[src/rtl/display_window_scheduler_if.sv]
// Signal bundle between the multiplier datapath/buttons and the
// seven-segment window scheduler.
interface display_window_scheduler_if;
  logic [19:0] bcd;
  logic        sign;
  logic        BTNL;
  logic        BTNR;
  logic [3:0]  an;
  logic [3:0]  digit;
  logic        dash;
  logic        blank;
  logic [1:0]  win;
  logic        sa;
  logic        sb;
  logic        sc;

  modport master (
    output bcd, sign, BTNL, BTNR,
    input  an, digit, dash, blank, win, sa, sb, sc
  );

  modport slave (
    input  bcd, sign, BTNL, BTNR,
    output an, digit, dash, blank, win, sa, sb, sc
  );
endinterface

[src/rtl/display_window_scheduler.sv]
// Debounces BTNL/BTNR into a saturating 3-digit window over a 5-digit BCD
// product and scans it onto a 4-digit seven-segment display with a sign slot.
module display_window_scheduler #(
  parameter int DEBOUNCE_CYCLES = 500000,
  parameter int SCAN_CYCLES     = 100000
) (
  input logic                        clk,
  input logic                        rst,
  display_window_scheduler_if.slave  bus
);

  localparam int DB_W = $clog2(DEBOUNCE_CYCLES + 1);
  localparam int SC_W = $clog2(SCAN_CYCLES + 1);
  localparam logic [DB_W-1:0] DB_LAST = DB_W'(DEBOUNCE_CYCLES - 1);
  localparam logic [SC_W-1:0] SC_LAST = SC_W'(SCAN_CYCLES - 1);

  // Index 0 is the left button, index 1 the right button.
  logic [1:0] btn_raw;
  logic [1:0] press;
  assign btn_raw = {bus.BTNR, bus.BTNL};

  genvar gi;
  generate
    for (gi = 0; gi < 2; gi++) begin : g_btn
      logic            sync0_reg;
      logic            sync1_reg;
      logic            stable_reg;
      logic            stable_dly_reg;
      logic [DB_W-1:0] cnt_reg;

      always_ff @(posedge clk or posedge rst) begin
        if (rst) begin
          sync0_reg      <= 1'b0;
          sync1_reg      <= 1'b0;
          stable_reg     <= 1'b0;
          stable_dly_reg <= 1'b0;
          cnt_reg        <= '0;
        end else begin
          sync0_reg      <= btn_raw[gi];
          sync1_reg      <= sync0_reg;
          stable_dly_reg <= stable_reg;
          if (sync1_reg != stable_reg) begin
            if (cnt_reg == DB_LAST) begin
              stable_reg <= ~stable_reg;
              cnt_reg    <= '0;
            end else begin
              cnt_reg <= cnt_reg + 1'b1;
            end
          end else begin
            cnt_reg <= '0;
          end
        end
      end

      assign press[gi] = stable_reg & ~stable_dly_reg;
    end
  endgenerate

  // Nibbles 5..7 are never addressed but keep the index fully decoded.
  logic [3:0] nib [8];
  logic [7:0] upper_zero;

  generate
    for (gi = 0; gi < 8; gi++) begin : g_nib
      if (gi < 5) begin : g_real
        assign nib[gi]        = bus.bcd[4*gi +: 4];
        assign upper_zero[gi] = (bus.bcd[19:4*gi] == '0);
      end else begin : g_pad
        assign nib[gi]        = 4'd0;
        assign upper_zero[gi] = 1'b1;
      end
    end
  endgenerate

  logic [1:0]      win_reg;
  logic [1:0]      slot_reg;
  logic [SC_W-1:0] refresh_reg;
  logic [3:0]      an_reg, an_next;
  logic [3:0]      digit_reg, digit_next;
  logic            dash_reg, dash_next;
  logic            blank_reg, blank_next;
  logic [2:0]      idx;

  assign idx = {1'b0, win_reg} + {1'b0, slot_reg};

  always_comb begin
    an_next    = 4'b1111;
    digit_next = 4'd0;
    dash_next  = 1'b0;
    blank_next = 1'b0;
    if (slot_reg == 2'd3) begin
      an_next    = 4'b0111;
      dash_next  = bus.sign;
      blank_next = ~bus.sign;
    end else begin
      an_next    = ~(4'b0001 << slot_reg);
      digit_next = nib[idx];
      // The rightmost digit always shows, even when it is a zero.
      blank_next = (slot_reg != 2'd0) && upper_zero[idx];
    end
  end

  always_ff @(posedge clk or posedge rst) begin
    if (rst) begin
      win_reg     <= 2'd0;
      slot_reg    <= 2'd0;
      refresh_reg <= '0;
      an_reg      <= 4'b1111;
      digit_reg   <= 4'd0;
      dash_reg    <= 1'b0;
      blank_reg   <= 1'b1;
    end else begin
      case ({press[1], press[0]})
        2'b01:   if (win_reg != 2'd2) win_reg <= win_reg + 2'd1;
        2'b10:   if (win_reg != 2'd0) win_reg <= win_reg - 2'd1;
        default: win_reg <= win_reg;
      endcase

      if (refresh_reg == SC_LAST) begin
        refresh_reg <= '0;
        slot_reg    <= slot_reg + 2'd1;
      end else begin
        refresh_reg <= refresh_reg + 1'b1;
      end

      an_reg    <= an_next;
      digit_reg <= digit_next;
      dash_reg  <= dash_next;
      blank_reg <= blank_next;
    end
  end

  assign bus.an    = an_reg;
  assign bus.digit = digit_reg;
  assign bus.dash  = dash_reg;
  assign bus.blank = blank_reg;
  assign bus.win   = win_reg;
  assign bus.sa    = (win_reg == 2'd0);
  assign bus.sb    = (win_reg == 2'd1);
  assign bus.sc    = (win_reg == 2'd2);

endmodule

[src/flat_wrapper.sv]
// flat-port wrapper written by rule: the top's interface ports become plain ports
module display_window_scheduler_flat 
#(
  parameter int DEBOUNCE_CYCLES = 500000,
  parameter int SCAN_CYCLES     = 100000
)
  (clk, rst, bus_bcd, bus_sign, bus_BTNL, bus_BTNR, bus_an, bus_digit, bus_dash, bus_blank, bus_win, bus_sa, bus_sb, bus_sc);
  display_window_scheduler_if bus_i ();
  input logic clk;
  input logic rst;
  input wire logic [$bits(bus_i.bcd)-1:0] bus_bcd;
  input wire logic [$bits(bus_i.sign)-1:0] bus_sign;
  input wire logic [$bits(bus_i.BTNL)-1:0] bus_BTNL;
  input wire logic [$bits(bus_i.BTNR)-1:0] bus_BTNR;
  output wire logic [$bits(bus_i.an)-1:0] bus_an;
  output wire logic [$bits(bus_i.digit)-1:0] bus_digit;
  output wire logic [$bits(bus_i.dash)-1:0] bus_dash;
  output wire logic [$bits(bus_i.blank)-1:0] bus_blank;
  output wire logic [$bits(bus_i.win)-1:0] bus_win;
  output wire logic [$bits(bus_i.sa)-1:0] bus_sa;
  output wire logic [$bits(bus_i.sb)-1:0] bus_sb;
  output wire logic [$bits(bus_i.sc)-1:0] bus_sc;
  assign bus_i.bcd = bus_bcd;
  assign bus_i.sign = bus_sign;
  assign bus_i.BTNL = bus_BTNL;
  assign bus_i.BTNR = bus_BTNR;
  assign bus_an = bus_i.an;
  assign bus_digit = bus_i.digit;
  assign bus_dash = bus_i.dash;
  assign bus_blank = bus_i.blank;
  assign bus_win = bus_i.win;
  assign bus_sa = bus_i.sa;
  assign bus_sb = bus_i.sb;
  assign bus_sc = bus_i.sc;
  display_window_scheduler #(.DEBOUNCE_CYCLES(DEBOUNCE_CYCLES), .SCAN_CYCLES(SCAN_CYCLES)) u_core (.clk(clk), .rst(rst), .bus(bus_i));
endmodule
[config.mk]
export PLATFORM = sky130hd
export DESIGN_NAME = display_window_scheduler_flat
export DESIGN_NICKNAME = d
export VERILOG_FILES = /design/src/rtl/display_window_scheduler_if.sv /design/src/rtl/display_window_scheduler.sv /design/src/flat_wrapper.sv
export SDC_FILE = /design/constraint.sdc
export NUM_CORES = 1
export LEC_CHECK = 0
export ABC_CLOCK_PERIOD_IN_PS = 3100
export CAP_MARGIN = 20
export CELL_PAD_IN_SITES_DETAIL_PLACEMENT = 1
export CELL_PAD_IN_SITES_GLOBAL_PLACEMENT = 2
export CORE_ASPECT_RATIO = 0.75
export CORE_MARGIN = 8
export CORE_UTILIZATION = 37
export CTS_CLUSTER_DIAMETER = 30
export DETAILED_ROUTE_END_ITERATION = 10
export PLACE_DENSITY_LB_ADDON = 0.08
export SLEW_MARGIN = 40
export SYNTH_ARGS = -nofsm -noshare
export SYNTH_HDL_FRONTEND = slang
export SYNTH_SLANG_ARGS = --single-unit
[constraint.sdc]
create_clock -name clk -period 3.1 [get_ports clk]
set_input_delay 0.62 -clock clk [delete_from_list [all_inputs] [get_ports clk]]
set_output_delay 0.62 -clock clk [all_outputs]
set_load 0.02 [all_outputs]
==> summary.txt <==
Min path
  – HP Start: u_core.g_btn[1].sync0_reg
  – End of the worst hold path: u_core.g_btn[1].sync1_reg
  – HP Class: reg2reg
  – Min-Delay Path Depth: 0

Place
  – Worst slack at placement: 845 ps
  – Port buffer count: 39
  – Post-DP HPWL: 6.29 mm
  – GP Congestion: 0.734

Drt
  – DR vias: 2861
  – Drt pass-1 iters: 4
  – DRT iter0 DRCs: 152
  – Routed Antenna Nets: 0
  – Drt wl/cell: 16.2 um
  – DRC viols: 0
  – WL final: 8.98 mm
  – Via density: 5.17

Critical path
  – Crit path buffers/inverters: 2
  – Critical path's slowest cell: clkdlybuf4s50_1
  – CP Capture Type: output port
  – R2R Setup Slk: 870 ps
  – Worst flop-to-flop path startpoint: u_core.g_btn[1].cnt_reg[14]
  – Crit path max-delay family: buffers and inverters
  – WP data required: 2480 ps
  – CP startpoint kind: flop
  – CP Max Fanout: 5
  – Critical-path cell list: inv_1 -> ha_1 -> clkdlybuf4s50_1
  – Reg-to-Reg End: u_core.g_btn[1].cnt_reg[7]
  – Worst r2r path cells: 4
  – Crit Path Category: reg2out
  – Arrival time at the worst endpoint: 1880 ps
  – Slowest Stage Delay on Critical Path: 640 ps

Yosys
  – Cell Area, Synth: 3860 sq um
  – Synthesis-stage register bit count: 77
  – Asr flop ratio synth: 100%
  – Top FF cell, synth: dfrtp_1
  – EDFF count, synth: 0
  – Syn_area_per_cell: 10.5 sq um
  – Seq/Total Area, Yosys: 50.1%
  – Synthesized instance count: 366
  – Synth Warn #: 0
  – Yosys top cell by area: dfrtp_1
  – Synth area leaders: dfrtp_1 (47%), xnor2_1 (5.7%), nor2_1 (4.4%)
  – Netlist cell types: 43
  – Synth top area share: 46.7%
  – Syn_nets: 405

Timing
  – Worst-margin pin slew: 527 ps
  – Max Slew Vio Count: 0
  – Final period util: 80.7%
  – Final setup violation count: 0
  – Final Critical Period: 2500 ps
  – Skew final: 5.61 ps
  – Worst slew margin: 64.8%
  – Setup TNS Final: 0 ps
  – RSZ-0062 raised after global routing: no
  – Worst-case hold slack: 353 ps
  – Final worst slack: 599 ps
  – Fmax: 400 MHz
  – Final number of hold-violating endpoints: 0

Clock tree
  – Clock Tree Root: clkbuf_16
  – Post-CTS Setup Repair Bufs: 0
  – Number of H-tree levels: 3
  – CTS Buf Count: 9
  – Clk slew on worst S/H paths: 60 ps
  – CTS Buffer Depth: 2
  – CTS tree: yes
  – Clk sinks: 77
  – Later-pin clock latency in the skew report: 330 ps
  – Hold Buf Count CTS: 0
  – CTS resizes: 0

Final layout
  – Fraction of layout cells with a size suffix above 1: 10.1%
  – Syn-to-layout area delta: 21.9%
  – Nets: 451
  – Most frequent cells in the layout: dfrtp_1 (72), nor2_1 (45), clkdlybuf4s50_1 (39), xnor2_1 (25), nand3_1 (23)
  – Most common cell after layout, fill and taps aside: dfrtp_1
  – Fill cells: 1139
  – Max reg flops: 38
  – ANT cells: 0

Floorplan
  – Initial Util: 37.8%
  – Die Span Y: 104 um
  – IO Pins: 40
  – Rows: 32
  – Total die area: 14000 sq um
  – Die Wd: 134 um
  – Core area: 10200 sq um

GRT
  – Initial antenna violation count: 0
  – Total GRT Usage: 14.1%
  – Grt ovf: 0
  – Vias in the first global route: 3193
  – Largest net degree at the start of global routing: 52
  – First-pass GRT wire length: 15.9 mm

Power and ir drop
  – Maximum vdd ir drop: 259 uV
  – Cell leakage power: 1.92 nW
  – PwrDens: 461 nW/um^2

Outcome
  – Outcome: completed

Run
  – Number of max-cap violations: 0
-- cell families (layout without fill, tap and decap cells) --
logic type               after synthesis  in the layout  share of synthesized area [%]
adder cells (fa/ha/maj)               14             14                           4.74
XOR/XNOR                              42             42                           9.54
AO/OA/AOI/OAI                         36             36                           6.23
AND/OR/NAND/NOR                      163            163                           23.0
buffers and inverters                 26             77                           2.92
multiplexers                           8              8                           3.47
flip-flops                            77             77                           50.1
-- synth_stat cells (2+ instances only) --
cell type and number:
and2_1 3, or4_4 2, a21oi_1 16, or3_1 4
o31ai_1 5, inv_1 20, nand4b_1 2, nor2b_1 2
clkbuf_1 4, mux2_2 3, nand2b_1 2, nor3_1 6
o21ai_4 2, or4b_1 2, dfrtp_1 72, and3_1 6
buf_6 2, o21ai_0 6, and4_2 2, o41ai_1 3
or3b_2 2, nor2_1 45, nand2_1 20, dfstp_2 5
nor4_1 12, nand4_1 13, nand3b_1 4, or3_2 3
ha_1 13, nand3_1 23, xnor2_1 25, mux4_2 4
or4_1 6, and4_1 2, xor2_1 17
-- per-stage QoR --
stage | utilization, % | cell area [sq um] | total power [mW] | cells
after floorplan | - | 3860 | 1.09 | 366
after global routing | 46.0 | 4700 | 2.26 | 553
after CTS | 46.0 | 4700 | 2.21 | 553
after detailed placement | 43.2 | 4410 | 1.15 | 537
final | 46.0 | 4700 | 2.17 | 553
after global placement | 43.2 | 4410 | 1.15 | 537
-- cell type report --
class	count	area [sq um]	area share (%)
Sequential cell	77	1930	41.1
Multi-Input combinational cell	263	1810	38.5
Timing Repair Buffer	41	418	8.89
Clock buffer	10	229	4.87
Tap cell	136	170	3.62
Inverter	20	76.3	1.62
Clock inverter	6	63.8	1.36
-- worst max path at each step --
stage / start / to / cells after the start
floorplan: rst / u_core.bus.dash / 1
global placement: u_core.g_btn[1].cnt_reg[14] / u_core.g_btn[1].cnt_reg[11] / 4
detailed placement: u_core.g_btn[1].cnt_reg[14] / u_core.g_btn[1].cnt_reg[7] / 4
CTS: u_core.bus.win[1] / bus_sa / 3
global route: u_core.bus.win[1] / bus_sa / 3
finish: u_core.bus.win[1] / bus_sa / 3
-- metal layers --
| metal | global-route usage, % | wire, um | vias up |
|---|---|---|---|
| met3 | 4.20 | 283 | 10 |
| met1 | 18.4 | 4330 | 1434 |
| met2 | 21.5 | 4230 | 26 |
| met5 | 0 | 0 | - |
| met4 | 5.28 | 143 | 0 |
| li1 | - | - | 1391 |
-- power by group --
part	switching (mW)	internal (mW)	total (mW)
sequential	0.00890	1.02	1.03
clock	0.419	0.622	1.04
combinational	0.0535	0.0477	0.101
(Power assumes the default switching activity.)
